<file path="src/rtl/svf_pwm_out_if.sv">
// ---------------------------------------------------------------------------
// svf_pwm_out_if
// Sample-set handshake between the state-variable filter core and its PWM
// output stage.
//
//   in_valid    master -> slave  sample set on yh/yb/yl/yn is valid
//   in_ready    slave  -> master output stage can take a sample this cycle
//   mode        master -> slave  response select: 0=LP, 1=BP, 2=HP, 3=notch
//   gain_shift  master -> slave  left shift 0..3 applied before saturation
//   yh/yb/yl/yn master -> slave  signed filter outputs, WIDTH bits each
// ---------------------------------------------------------------------------
interface svf_pwm_out_if #(
  parameter int WIDTH = 12
);
  logic                    in_valid;
  logic                    in_ready;
  logic [1:0]              mode;
  logic [1:0]              gain_shift;
  logic signed [WIDTH-1:0] yh;
  logic signed [WIDTH-1:0] yb;
  logic signed [WIDTH-1:0] yl;
  logic signed [WIDTH-1:0] yn;

  modport master (
    output in_valid,
    output mode,
    output gain_shift,
    output yh,
    output yb,
    output yl,
    output yn,
    input  in_ready
  );

  modport slave (
    input  in_valid,
    input  mode,
    input  gain_shift,
    input  yh,
    input  yb,
    input  yl,
    input  yn,
    output in_ready
  );
endinterface

</file>
<file path="src/rtl/svf_pwm_out.sv">
// ---------------------------------------------------------------------------
// svf_pwm_out
// Output stage of the state-variable filter. Takes one sample set per
// handshake, picks the response selected by mode, applies a saturating
// power-of-two gain, converts to offset binary and drives a single-bit PWM
// pin whose period is 2^WIDTH clocks. The duty is double-buffered: a new
// sample waits in a pending register and is promoted to the active duty only
// on the last cycle of a PWM period, so the pin never glitches mid-period.
//
// Ports:
//   clk           clock
//   rst           synchronous, active-high reset
//   s_if          sample handshake (slave side): in_valid/in_ready, mode,
//                 gain_shift, yh/yb/yl/yn
//   pwm_out       registered PWM pin
//   sample_taken  one-cycle pulse after a pending sample became the duty
//   duty          active duty value, offset binary (debug visibility)
// ---------------------------------------------------------------------------
module svf_pwm_out #(
  parameter int WIDTH = 12
) (
  input  logic             clk,
  input  logic             rst,
  svf_pwm_out_if.slave     s_if,
  output logic             pwm_out,
  output logic             sample_taken,
  output logic [WIDTH-1:0] duty
);

  // Three guard bits hold the largest shift (x8) without overflow.
  localparam int EXT_W = WIDTH + 3;

  localparam logic signed [EXT_W-1:0] SAT_MAX = {4'b0000, {(WIDTH-1){1'b1}}};
  localparam logic signed [EXT_W-1:0] SAT_MIN = {4'b1111, {(WIDTH-1){1'b0}}};
  localparam logic [WIDTH-1:0]        DUTY_MID = {1'b1, {(WIDTH-1){1'b0}}};
  localparam logic [WIDTH-1:0]        CNT_LAST = {WIDTH{1'b1}};

  // State
  logic [WIDTH-1:0] r_cnt;
  logic [WIDTH-1:0] r_duty;
  logic [WIDTH-1:0] r_pending;
  logic             r_pending_full;
  logic             r_pwm;
  logic             r_taken;

  // Datapath
  logic signed [WIDTH-1:0] w_sel;
  logic signed [EXT_W-1:0] w_ext;
  logic signed [EXT_W-1:0] w_shifted;
  logic signed [WIDTH-1:0] w_sat;
  logic [WIDTH-1:0]        w_offset;

  // Control
  logic w_wrap;
  logic w_accept;
  logic w_load;

  // -------------------------------------------------------------------------
  // Response select, gain and saturation. Evaluated every cycle but only
  // captured on an accept, so mode/gain_shift matter only at that edge.
  // -------------------------------------------------------------------------
  always_comb begin
    w_sel = s_if.yl;
    case (s_if.mode)
      2'd0:    w_sel = s_if.yl;
      2'd1:    w_sel = s_if.yb;
      2'd2:    w_sel = s_if.yh;
      default: w_sel = s_if.yn;
    endcase
  end

  assign w_ext     = {{3{w_sel[WIDTH-1]}}, w_sel};
  assign w_shifted = w_ext <<< s_if.gain_shift;

  always_comb begin
    w_sat = w_shifted[WIDTH-1:0];
    if (w_shifted > SAT_MAX) begin
      w_sat = SAT_MAX[WIDTH-1:0];
    end else if (w_shifted < SAT_MIN) begin
      w_sat = SAT_MIN[WIDTH-1:0];
    end
  end

  // Offset binary: flipping the sign bit maps -2^(W-1)..2^(W-1)-1 onto 0..2^W-1.
  assign w_offset = {~w_sat[WIDTH-1], w_sat[WIDTH-2:0]};

  // -------------------------------------------------------------------------
  // Handshake and double-buffer control.
  // in_ready comes straight from the pending flag, so there is no
  // combinational path from in_valid back to in_ready. A load and an accept
  // are mutually exclusive: a load needs the buffer full, an accept needs it
  // empty. An accept on a wrap cycle therefore only fills pending and waits
  // for the next wrap.
  // -------------------------------------------------------------------------
  assign w_wrap   = (r_cnt == CNT_LAST);
  assign w_accept = s_if.in_valid & ~r_pending_full;
  assign w_load   = w_wrap & r_pending_full;

  assign s_if.in_ready = ~r_pending_full;

  always_ff @(posedge clk) begin
    if (rst) begin
      r_cnt          <= '0;
      r_duty         <= DUTY_MID;
      r_pending      <= DUTY_MID;
      r_pending_full <= 1'b0;
      r_pwm          <= 1'b0;
      r_taken        <= 1'b0;
    end else begin
      r_cnt   <= r_cnt + WIDTH'(1);
      // Compare uses this cycle's cnt/duty; the pin shows it one cycle later.
      r_pwm   <= (r_cnt < r_duty);
      r_taken <= w_load;

      if (w_load) begin
        r_duty         <= r_pending;
        r_pending_full <= 1'b0;
      end else if (w_accept) begin
        r_pending      <= w_offset;
        r_pending_full <= 1'b1;
      end
    end
  end

  assign pwm_out      = r_pwm;
  assign sample_taken = r_taken;
  assign duty         = r_duty;

endmodule
</file>
<file path="src/flat_wrapper.sv">
// flat-port wrapper written by rule: the top's interface ports become plain ports
module svf_pwm_out_flat 
#(
  parameter int WIDTH = 12
)
  (clk, rst, pwm_out, sample_taken, duty, s_if_in_valid, s_if_mode, s_if_gain_shift, s_if_yh, s_if_yb, s_if_yl, s_if_yn, s_if_in_ready);
  svf_pwm_out_if #(.WIDTH(WIDTH)) s_if_i ();
  input  logic clk;
  input  logic rst;
  output logic pwm_out;
  output logic sample_taken;
  output logic [WIDTH-1:0] duty;
  input wire logic [$bits(s_if_i.in_valid)-1:0] s_if_in_valid;
  input wire logic [$bits(s_if_i.mode)-1:0] s_if_mode;
  input wire logic [$bits(s_if_i.gain_shift)-1:0] s_if_gain_shift;
  input wire logic [$bits(s_if_i.yh)-1:0] s_if_yh;
  input wire logic [$bits(s_if_i.yb)-1:0] s_if_yb;
  input wire logic [$bits(s_if_i.yl)-1:0] s_if_yl;
  input wire logic [$bits(s_if_i.yn)-1:0] s_if_yn;
  output wire logic [$bits(s_if_i.in_ready)-1:0] s_if_in_ready;
  assign s_if_i.in_valid = s_if_in_valid;
  assign s_if_i.mode = s_if_mode;
  assign s_if_i.gain_shift = s_if_gain_shift;
  assign s_if_i.yh = s_if_yh;
  assign s_if_i.yb = s_if_yb;
  assign s_if_i.yl = s_if_yl;
  assign s_if_i.yn = s_if_yn;
  assign s_if_in_ready = s_if_i.in_ready;
  svf_pwm_out #(.WIDTH(WIDTH)) u_core (.clk(clk), .rst(rst), .s_if(s_if_i), .pwm_out(pwm_out), .sample_taken(sample_taken), .duty(duty));
endmodule
</file>
<file path="config.mk">
export PLATFORM = sky130hd
export DESIGN_NAME = svf_pwm_out_flat
export DESIGN_NICKNAME = d
export VERILOG_FILES = /design/src/rtl/svf_pwm_out_if.sv /design/src/rtl/svf_pwm_out.sv /design/src/flat_wrapper.sv
export SDC_FILE = /design/constraint.sdc
export NUM_CORES = 1
export LEC_CHECK = 0
export ABC_AREA = 1
export BUFFER_PORTS_ARGS = -buffer_cell sky130_fd_sc_hd__clkbuf_2
export CAP_MARGIN = 0
export CORE_UTILIZATION = 52
export DETAILED_ROUTE_END_ITERATION = 10
export PLACE_DENSITY = 0.8
export SYNTH_ARGS = -nofsm -noshare
export SYNTH_HDL_FRONTEND = slang
export SYNTH_SLANG_ARGS = --single-unit
</file>
<file path="constraint.sdc">
create_clock -name clk -period 2.3 [get_ports clk]
set_clock_uncertainty 0.05 [all_clocks]
set_input_delay 0.115 -clock clk [delete_from_list [all_inputs] [get_ports clk]]
set_output_delay 0.115 -clock clk [all_outputs]
set_load 0.01 [all_outputs]
</file>
# == Yosys cells after proc, flatten, opt, wreduce, memory -nomap -nowiden ==
# Index checks and enable logic that the tools add are counted.
# totals
output_inout_bits,15
elab_cells,25
input_bits,55
ff_bits,39
# classes
addsub,1
bitwise,5
n_eq_ne,3
n_lt_le_gt_ge,3
n_shift,1
n_mux,3
reduce_logical,3
# ops
operator,n
$pmux W12 S3,1
$mux W12,2
$gt A15 B12 Y1 const B,1
$lt A15 B12 Y1 const B,1
$sshl A12 B2 Y15,1
$add A12 B1 Y12 const B,1
$eq A12 B12 Y1 const B,1
$lt A12 B12 Y1,1
$not A1 Y1,3
$and A1 B1 Y1,2
$eq A2 B1 Y1 const B,1
$eq A2 B2 Y1 const B,1
$logic_not A2 Y1,1
$reduce_and A2 Y1,1
$reduce_or A2 Y1,1

# == Logic depth before layout (Yosys ltp) ==
# Gate-level depths: netlist (run 1).
# logic_depth
depth_word,7
depth_mapped,15

# == Least setup slack after synthesis (run 1) ==
# OpenSTA, ideal clock, no wires.
# synth_path
path_type,reg2reg
startpoint,register u_core.r_cnt[0]
endpoint,"register u_core.r_duty[1], in the netlist u_core.duty[1]"
slack_ns,0.559
synth_period_minus_slack_ns,1.741
arrival_time_ns,1.570
n_path_buf,1
path_stages_with_launch,12
setup_ns,0.121
cell_sequence,dfxtp_1 ha_1 nand2_1 nor2_2 nand3_2 nor2_2 nand2_2 nor3_4 nand4_2 nand2_2 buf_6 o22ai_1
# synth_via
elab_chain_cells,2
# synth_lines
item,line_no,text
from (decl),svf_pwm_out.sv:39,logic [WIDTH-1:0] r_cnt;
from (signal assigned),svf_pwm_out.sv:110,r_cnt <= r_cnt + WIDTH'(1);
$eq A12 B12 Y1,svf_pwm_out.sv:95,assign w_wrap = (r_cnt == CNT_LAST);
$and A1 B1 Y1,svf_pwm_out.sv:97,assign w_load = w_wrap & r_pending_full;
to (signal assigned),svf_pwm_out.sv:116,r_duty <= r_pending;
to (decl),svf_pwm_out.sv:40,logic [WIDTH-1:0] r_duty;
# Every way passes these cells.
# A chain may end at the register's enable or synchronous reset.

# == Worst setup path after layout (run 1) ==
# layout_path
startpoint,register u_core.r_cnt[0]
endpoint,"register u_core.r_duty[11], in the netlist u_core.duty[11]"
# The elaborated chain is that of the path after synthesis.

==> metrics.yaml, run 1 <==
die:
  io_pins: 70
  die-width_um: 70.7
  die_area_um2: 5000
  die_h_um: 70.7
  num_rows: 24
  start_util_pct: 55.3
  core_area_um2: 4440
timing:
  finalSetupViolations: 0
  final.min_clock_period_ps: 1990
  holdWs_ps: 54.8
  maxSlewViolCount: 0
  setup_tns_ps: 0
  hold_viol_final: 0
  period_share_pct: 86.6
  relSlewSlack_pct: 66.8
  rsz0062_at_grt: "no"
  worst_pin_slew_ps: 497
  fmax_mhz: 502
worst_setup_path:
  max_stage_delay_ps: 370
  start_kind: "register"
  rr_startpoint: "u_core.r_cnt[0]$_SDFF_PP0_"
  reg2regPathDepth: 11
  end_kind: "register"
  worstSetupPathType: "reg2reg"
  rrSetupSlack_ps: 310
  worstPathCellList: "ha_1, nand2_1, nor2_2, nand3_2, nor2_2, nand2_2, nor3_4, nand4_2, nand2_2, nor2_1, a21oi_1"
  r2r_end: "u_core.duty[11]$_SDFFE_PP1P_"
  crit_path_top_delay_cell: "dfxtp_1"
  path_delay_family: "simple AND/OR/NAND/NOR gates"
  arrival_ps: 2150
  required_ps: 2460
  crit_fanout: 13
  crit_buf_inv: 0
clocking:
  cts_root_buf: "clkbuf_8"
  cts-buffers-inserted: 5
  clk_pin_slew_worst_paths_ps: 70
  cts_tree: "yes"
  post_cts_buffers: 0
  cts_buffer_depth: 2
  ctsResizeCount: 0
  cts_sinks: 39
  clock_latency_ps: 280
  htreeDepth: 2
  cts-hold-fix-buffers: 0
worst_hold_path:
  hold_path.class: "in2reg"
  worstHoldPathCells: 3
  holdPathEnd: "u_core.r_pending_full$_SDFFE_PP0P_"
  hold_start: "s_if_in_valid"
yosys:
  syn_inst: 362
  synth_top_family_by_area: "simple AND/OR/NAND/NOR gates"
  ys_types: 38
  yosysSeqAreaShare_pct: 31.8
  synth_compound_area_share_pct: 15.9
  synth_largest_area_cell: "dfxtp_1"
  synthTopCellsByArea: "dfxtp_1 (32%), nand2_1 (14%), nand3_1 (7.9%)"
  synth_mux_area_share_pct: 1.22
  yosys.area_share.adder_pct: 6.11
  synth_top_area_share_pct: 31.8
  synthXorXnorAreaFrac_pct: 0.356
  ys_ff_latch: 39
  syn-num-nets: 429
  synth-simple-area-share_pct: 33.6
  syn-cell-area_um2: 2460
  yosys_warnings: 0
  synth.avg_cell_area_um2: 6.79
grt:
  grtUsageTotal_pct: 22.5
  grt_pass1_vias: 2143
  grt_max_degree: 17
  grt_pass1_wl_mm: 9.18
  grt_overflow_total: 0
  antenna_found_initial: 0
placement:
  gp_congestion: 0.894
  dp_hpwl_mm: 4.37
  port_buffers: 69
route:
  post_drt_wl_per_cell_um: 11.1
  firstDrtPassIters: 7
  vias: 2421
  routed_wl_mm: 5.32
  drc: 4
  drt-initial-drc-count: 151
  drtAntennaViolNets: 0
  avgViaCountPerCell: 5.05
final_layout:
  diodes: 0
  post-route-util_pct: 64.9
  fin_nets: 494
  syn2layout_area_growth_pct: 17.5
  final_common_cell: "nand2_1"
  layout-drive-gt1-share_pct: 24.4
  layout_common_cells: "nand2_1 (90), clkbuf_2 (69), inv_1 (47), nand3_1 (39), dfxtp_1 (39)"
flow_run:
  max_cap_viol_count: 0
pwr:
  max-vdd-ir-drop_uv: 257
  cellLeakagePower_nw: 1.44
  power_density_nw_per_um2: 509
outcome:
  status: "complete, but fails checks"
  violations: "DRC"
-- how the worst max path moves through the flow --
stage                               start                      endpoint  depth (start not counted)
2_1_floorplan  u_core.r_cnt[0]$_SDFF_PP0_   u_core.duty[1]$_SDFFE_PP0P_                         11
3_3_place_gp   u_core.r_cnt[0]$_SDFF_PP0_  u_core.duty[11]$_SDFFE_PP1P_                         11
3_5_place_dp   u_core.r_cnt[0]$_SDFF_PP0_  u_core.duty[11]$_SDFFE_PP1P_                         11
4_1_cts        u_core.r_cnt[0]$_SDFF_PP0_  u_core.duty[11]$_SDFFE_PP1P_                         11
5_1_grt        u_core.r_cnt[0]$_SDFF_PP0_  u_core.duty[11]$_SDFFE_PP1P_                         11
6_report       u_core.r_cnt[0]$_SDFF_PP0_  u_core.duty[11]$_SDFFE_PP1P_                         11
-- worst register-to-register path, cell delays in order (launching register included) --
cell and delay (ps):
dfxtp_1 370, ha_1 180, nand2_1 80, nor2_2 150, nand3_2 110, nor2_2 110, nand2_2 80, nor3_4 180
nand4_2 170, nand2_2 260, nor2_1 70, a21oi_1 110
-- report_power, final --
part,switching [mW],internal (mW),leakage [nW]
registers,0.0139,0.702,0.318
logic,0.180,0.119,1.08
clock network,0.220,0.235,0.0470
-- logic make-up after synthesis --
logic type,count (synthesis)
flip-flops,39
multiplexers,3
AO/OA/AOI/OAI,72
buffers and inverters,63
AND/OR/NAND/NOR,172
XOR/XNOR,1
adder cells (fa/ha/maj),12
-- synth_stat cells --
| cell | number |
|---|---|
| clkinv_1 | 1 |
| xor2_1 | 1 |
| dfxtp_1 | 39 |
| nand2_4 | 1 |
| nand3_1 | 39 |
| o21ai_1 | 22 |
| o21ai_0 | 20 |
| clkbuf_1 | 4 |
| o211ai_2 | 1 |
| a21oi_1 | 18 |
| nor2_2 | 3 |
| nor3_1 | 3 |
| a21oi_2 | 1 |
| inv_1 | 47 |
| or2_1 | 3 |
| nor2_8 | 1 |
| a211oi_1 | 1 |
| nand2_1 | 90 |
| nand2_2 | 8 |
| inv_2 | 2 |
| mux2i_1 | 3 |
| o21a_1 | 1 |
| buf_1 | 1 |
| buf_6 | 4 |
| nand4_2 | 1 |
| nor3_4 | 1 |
| ha_1 | 12 |
| nand3_2 | 5 |
| o211ai_1 | 1 |
| o22ai_1 | 5 |
| nor3b_1 | 1 |
| nor2_1 | 13 |
| buf_2 | 4 |
| a31oi_1 | 1 |
| nand4_1 | 1 |
| nor2_4 | 1 |
| o21ai_2 | 1 |
| nor4_1 | 1 |
-- state kept, by name, indices dropped and copies added, names as in the netlist --
| name | cells |
|---|---|
| u_core.duty | 12 |
| u_core.r_cnt | 12 |
| u_core.r_pending | 12 |
| u_core.pwm_out | 1 |
| u_core.r_pending_full | 1 |
| u_core.sample_taken | 1 |
-- layer usage --
metal  part of all wire (%)  vias up  GRT usage [%]
li1                       -     1311              -
met1                     49     1041           30.1
met2                     46       65           37.7
met3                    4.1        4           3.99
met4                   0.55        0           6.00
met5                      0        -              0
-- area by class of cell --
cell class / count / area, um2
clock inverters: 1 / 5.00
repair buffers: 71 / 360
fillers: 408 / 1560
well taps: 52 / 65.1
clock buffers: 6 / 82.6
flip-flops and latches: 39 / 781
inverters: 50 / 188
multi-input cells: 260 / 1410
-- through the flow --
step / worst slack (ps) / std cells / cell area (um2) / power, mW
after floorplan: 559 / 362 / 2460 / 0.944
final: 307 / 479 / 2890 / 1.47
after global placement: 426 / 472 / 2800 / 1.03
after detailed placement: 349 / 472 / 2800 / 1.03
after CTS: 318 / 479 / 2890 / 1.48
after global routing: 152 / 479 / 2890 / 1.55
(Power assumes the default switching activity.)
==> run 2, diff against run 1 <==
--- a/config.mk
+++ b/config.mk
@@ -8,9 +8,13 @@
 export ABC_AREA = 1
 export BUFFER_PORTS_ARGS = -buffer_cell sky130_fd_sc_hd__clkbuf_2
 export CAP_MARGIN = 0
-export CORE_UTILIZATION = 52
+export CELL_PAD_IN_SITES_DETAIL_PLACEMENT = 1
+export CELL_PAD_IN_SITES_GLOBAL_PLACEMENT = 2
+export CORE_MARGIN = 2
+export CORE_UTILIZATION = 28
 export DETAILED_ROUTE_END_ITERATION = 10
-export PLACE_DENSITY = 0.8
+export PLACE_DENSITY_LB_ADDON = 0.1
+export RECOVER_POWER = 50
 export SYNTH_ARGS = -nofsm -noshare
 export SYNTH_HDL_FRONTEND = slang
 export SYNTH_SLANG_ARGS = --single-unit
==> run 2 against run 1 <==
Effect of this change:
- the flow now finishes without violations
- global-route usage decreased by 6.7 points
- worst hold slack got worse by 17 ps
- via count increased by 5.9%
- flip-flop and latch count unchanged
- total power increased by 11%
- critical endpoint unchanged
- largest power group unchanged
==> metrics.yaml, run 2 (synthesis results as in run 1) <==
route:
  routed_wl_mm: 7.21  # was 5.32 mm
  post_drt_wl_per_cell_um: 13.4  # was 11.1 um
  drtAntennaViolNets: 0  # unchanged
  vias: 2564  # was 2421
  drt-initial-drc-count: 45  # was 151
  drc: 0  # was 4
  avgViaCountPerCell: 4.77  # was 5.05
  firstDrtPassIters: 4  # was 7
timing:
  relSlewSlack_pct: 58.1  # was 66.8%
  maxSlewViolCount: 0  # unchanged
  fmax_mhz: 493  # was 502 MHz
  holdWs_ps: 37.3  # was 54.8 ps
  period_share_pct: 88.2  # was 86.6%
  setup_tns_ps: 0  # unchanged
  final.min_clock_period_ps: 2030  # was 1990 ps
  worst_pin_slew_ps: 629  # was 497 ps
  finalSetupViolations: 0  # unchanged
  rsz0062_at_grt: "no"  # unchanged
  hold_viol_final: 0  # unchanged
pwr:
  finalPower_mw: 1.64  # was 1.47 mW
  max-vdd-ir-drop_uv: 263  # was 257 uV
  cellLeakagePower_nw: 1.41  # was 1.44 nW
  power_density_nw_per_um2: 551  # was 509 nW/um2
clocking:
  cts_buffer_depth: 2  # unchanged
  cts_sinks: 39  # unchanged
  cts_root_buf: "clkbuf_8"  # unchanged
  cts-hold-fix-buffers: 0  # unchanged
  cts_tree: "yes"  # unchanged
  post_cts_buffers: 0  # unchanged
  htreeDepth: 2  # unchanged
  clock_latency_ps: 300  # was 280 ps
  clk_pin_slew_worst_paths_ps: 80  # was 70 ps
  cts-buffers-inserted: 5  # unchanged
  ctsResizeCount: 0  # unchanged
grt:
  busiest_layer: "met2"  # unchanged
  grt_pass1_wl_mm: 12.3  # was 9.18 mm
  grt_overflow_total: 0  # unchanged
  grtUsageTotal_pct: 15.8  # was 22.5%
  gr-usage-met2_pct: 25.5  # was 37.7%
  grt_max_degree: 16  # was 17
  antenna_found_initial: 0  # unchanged
  grtUsageMet1_pct: 21.8  # was 30.1%
  grt_pass1_vias: 2603  # was 2143
  grt_util_met3_pct: 2.73  # was 3.99%
worst_setup_path:
  end_kind: "register"  # unchanged
  crit_fanout: 13  # unchanged
  worstSetupPathType: "reg2reg"  # unchanged
  required_ps: 2490  # was 2460 ps
  crit_path_top_delay_cell: "dfxtp_1"  # unchanged
  max_stage_delay_ps: 370  # about the same
  worstPathCellList: "ha_1, nand2_1, nor2_2, nand3_1, nor2_2, nand2_2, nor3_4, nand4_2, nand2_2, nor2_1, a21oi_1"  # was ha_1, nand2_1, nor2_2, nand3_2, nor2_2, nand2_2, nor3_4, nand4_2, nand2_2, nor2_1, a21oi_1
  start_kind: "register"  # unchanged
  arrival_ps: 2220  # was 2150 ps
flow_run:
  max_cap_viol_count: 0  # unchanged
die:
  io_pins: 70  # unchanged
  die-width_um: 97.7  # was 70.7 um
  core_area_um2: 8640  # was 4440 um2
  die_h_um: 97.7  # was 70.7 um
  die_area_um2: 9540  # was 5000 um2
  num_rows: 34  # was 24
  start_util_pct: 28.5  # was 55.3%
outcome:
  status: "finished clean"  # was complete, but fails checks
placement:
  port_buffers: 69  # unchanged
  dp_hpwl_mm: 5.97  # was 4.37 mm
  gp_congestion: 0.787  # was 0.894
final_layout:
  diodes: 0  # unchanged
  layout-drive-gt1-share_pct: 20.7  # was 24.4%
  syn2layout_area_growth_pct: 20.9  # was 17.5%
  fin_nets: 496  # was 494
  layout_common_cells: "nand2_1 (90), clkbuf_2 (54), inv_1 (47), nand3_1 (40), dfxtp_1 (39)"  # was nand2_1 (90), clkbuf_2 (69), inv_1 (47), nand3_1 (39), dfxtp_1 (39)
  final_common_cell: "nand2_1"  # unchanged
worst_hold_path:
  hold_path.class: "in2reg"  # unchanged
-- run 2: changes by cell type in the layout (fill, tap and decap cells not counted), sizes merged --
cell and delta:
buf +1, bufinv +1, clkbuf +1
-- run 2: cell type report --
type,count,area [um2]
clock buffer,6,82.6
clock inverter,2,35.0
fill,1165,5660
inverter,50,188
multi-input combinational,260,1400
sequential,39,781
tap,108,135
timing repair buffer,73,353
-- run 2: power by group --
group	switching [mW]	internal (mW)	total (mW)
Combinational	0.194	0.120	0.314
Sequential	0.0136	0.702	0.715
Clock	0.258	0.351	0.609
-- run 2: worst max-delay path, delay by kind of cell (launching register included) --
kind | cells | cell delay [ps]
simple gates | 9 | 1230
flops | 1 | 370
fa+ha+maj | 1 | 180
compound gates | 1 | 110
-- run 2: worst paths after layout --
path / slack (ps) / depth (start not counted) / end / startpoint
setup / recovery: 270 / 11 / u_core.duty[11]$_SDFFE_PP1P_ / u_core.r_cnt[0]$_SDFF_PP0_
hold / removal: 40 / 3 / u_core.r_pending_full$_SDFFE_PP0P_ / s_if_in_valid
setup reg to reg: 270 / 11 / u_core.duty[11]$_SDFFE_PP1P_ / u_core.r_cnt[0]$_SDFF_PP0_
hold reg to reg: 420 / 1 / u_core.r_cnt[0]$_SDFF_PP0_ / u_core.r_cnt[0]$_SDFF_PP0_
-- run 2: stage by stage --
stage          cells  worst slack [ps]  util [%]  area [um2]
3_5_place_dp     530               275      33.4        2880
6_report         538               271      34.4        2970
4_1_cts          538               266      34.8        3000
2_1_floorplan    362               559         -        2460
5_1_grt          538              56.9      34.4        2970
3_3_place_gp     530               359      33.4        2880
-- run 2: per-layer routing --
| metal | share of wire, % | vias up |
|---|---|---|
| met1 | 52 | 1192 |
| met3 | 2.9 | 10 |
| met4 | 1.4 | 0 |
| met5 | 0 | - |
| met2 | 44 | 43 |
| li1 | - | 1319 |
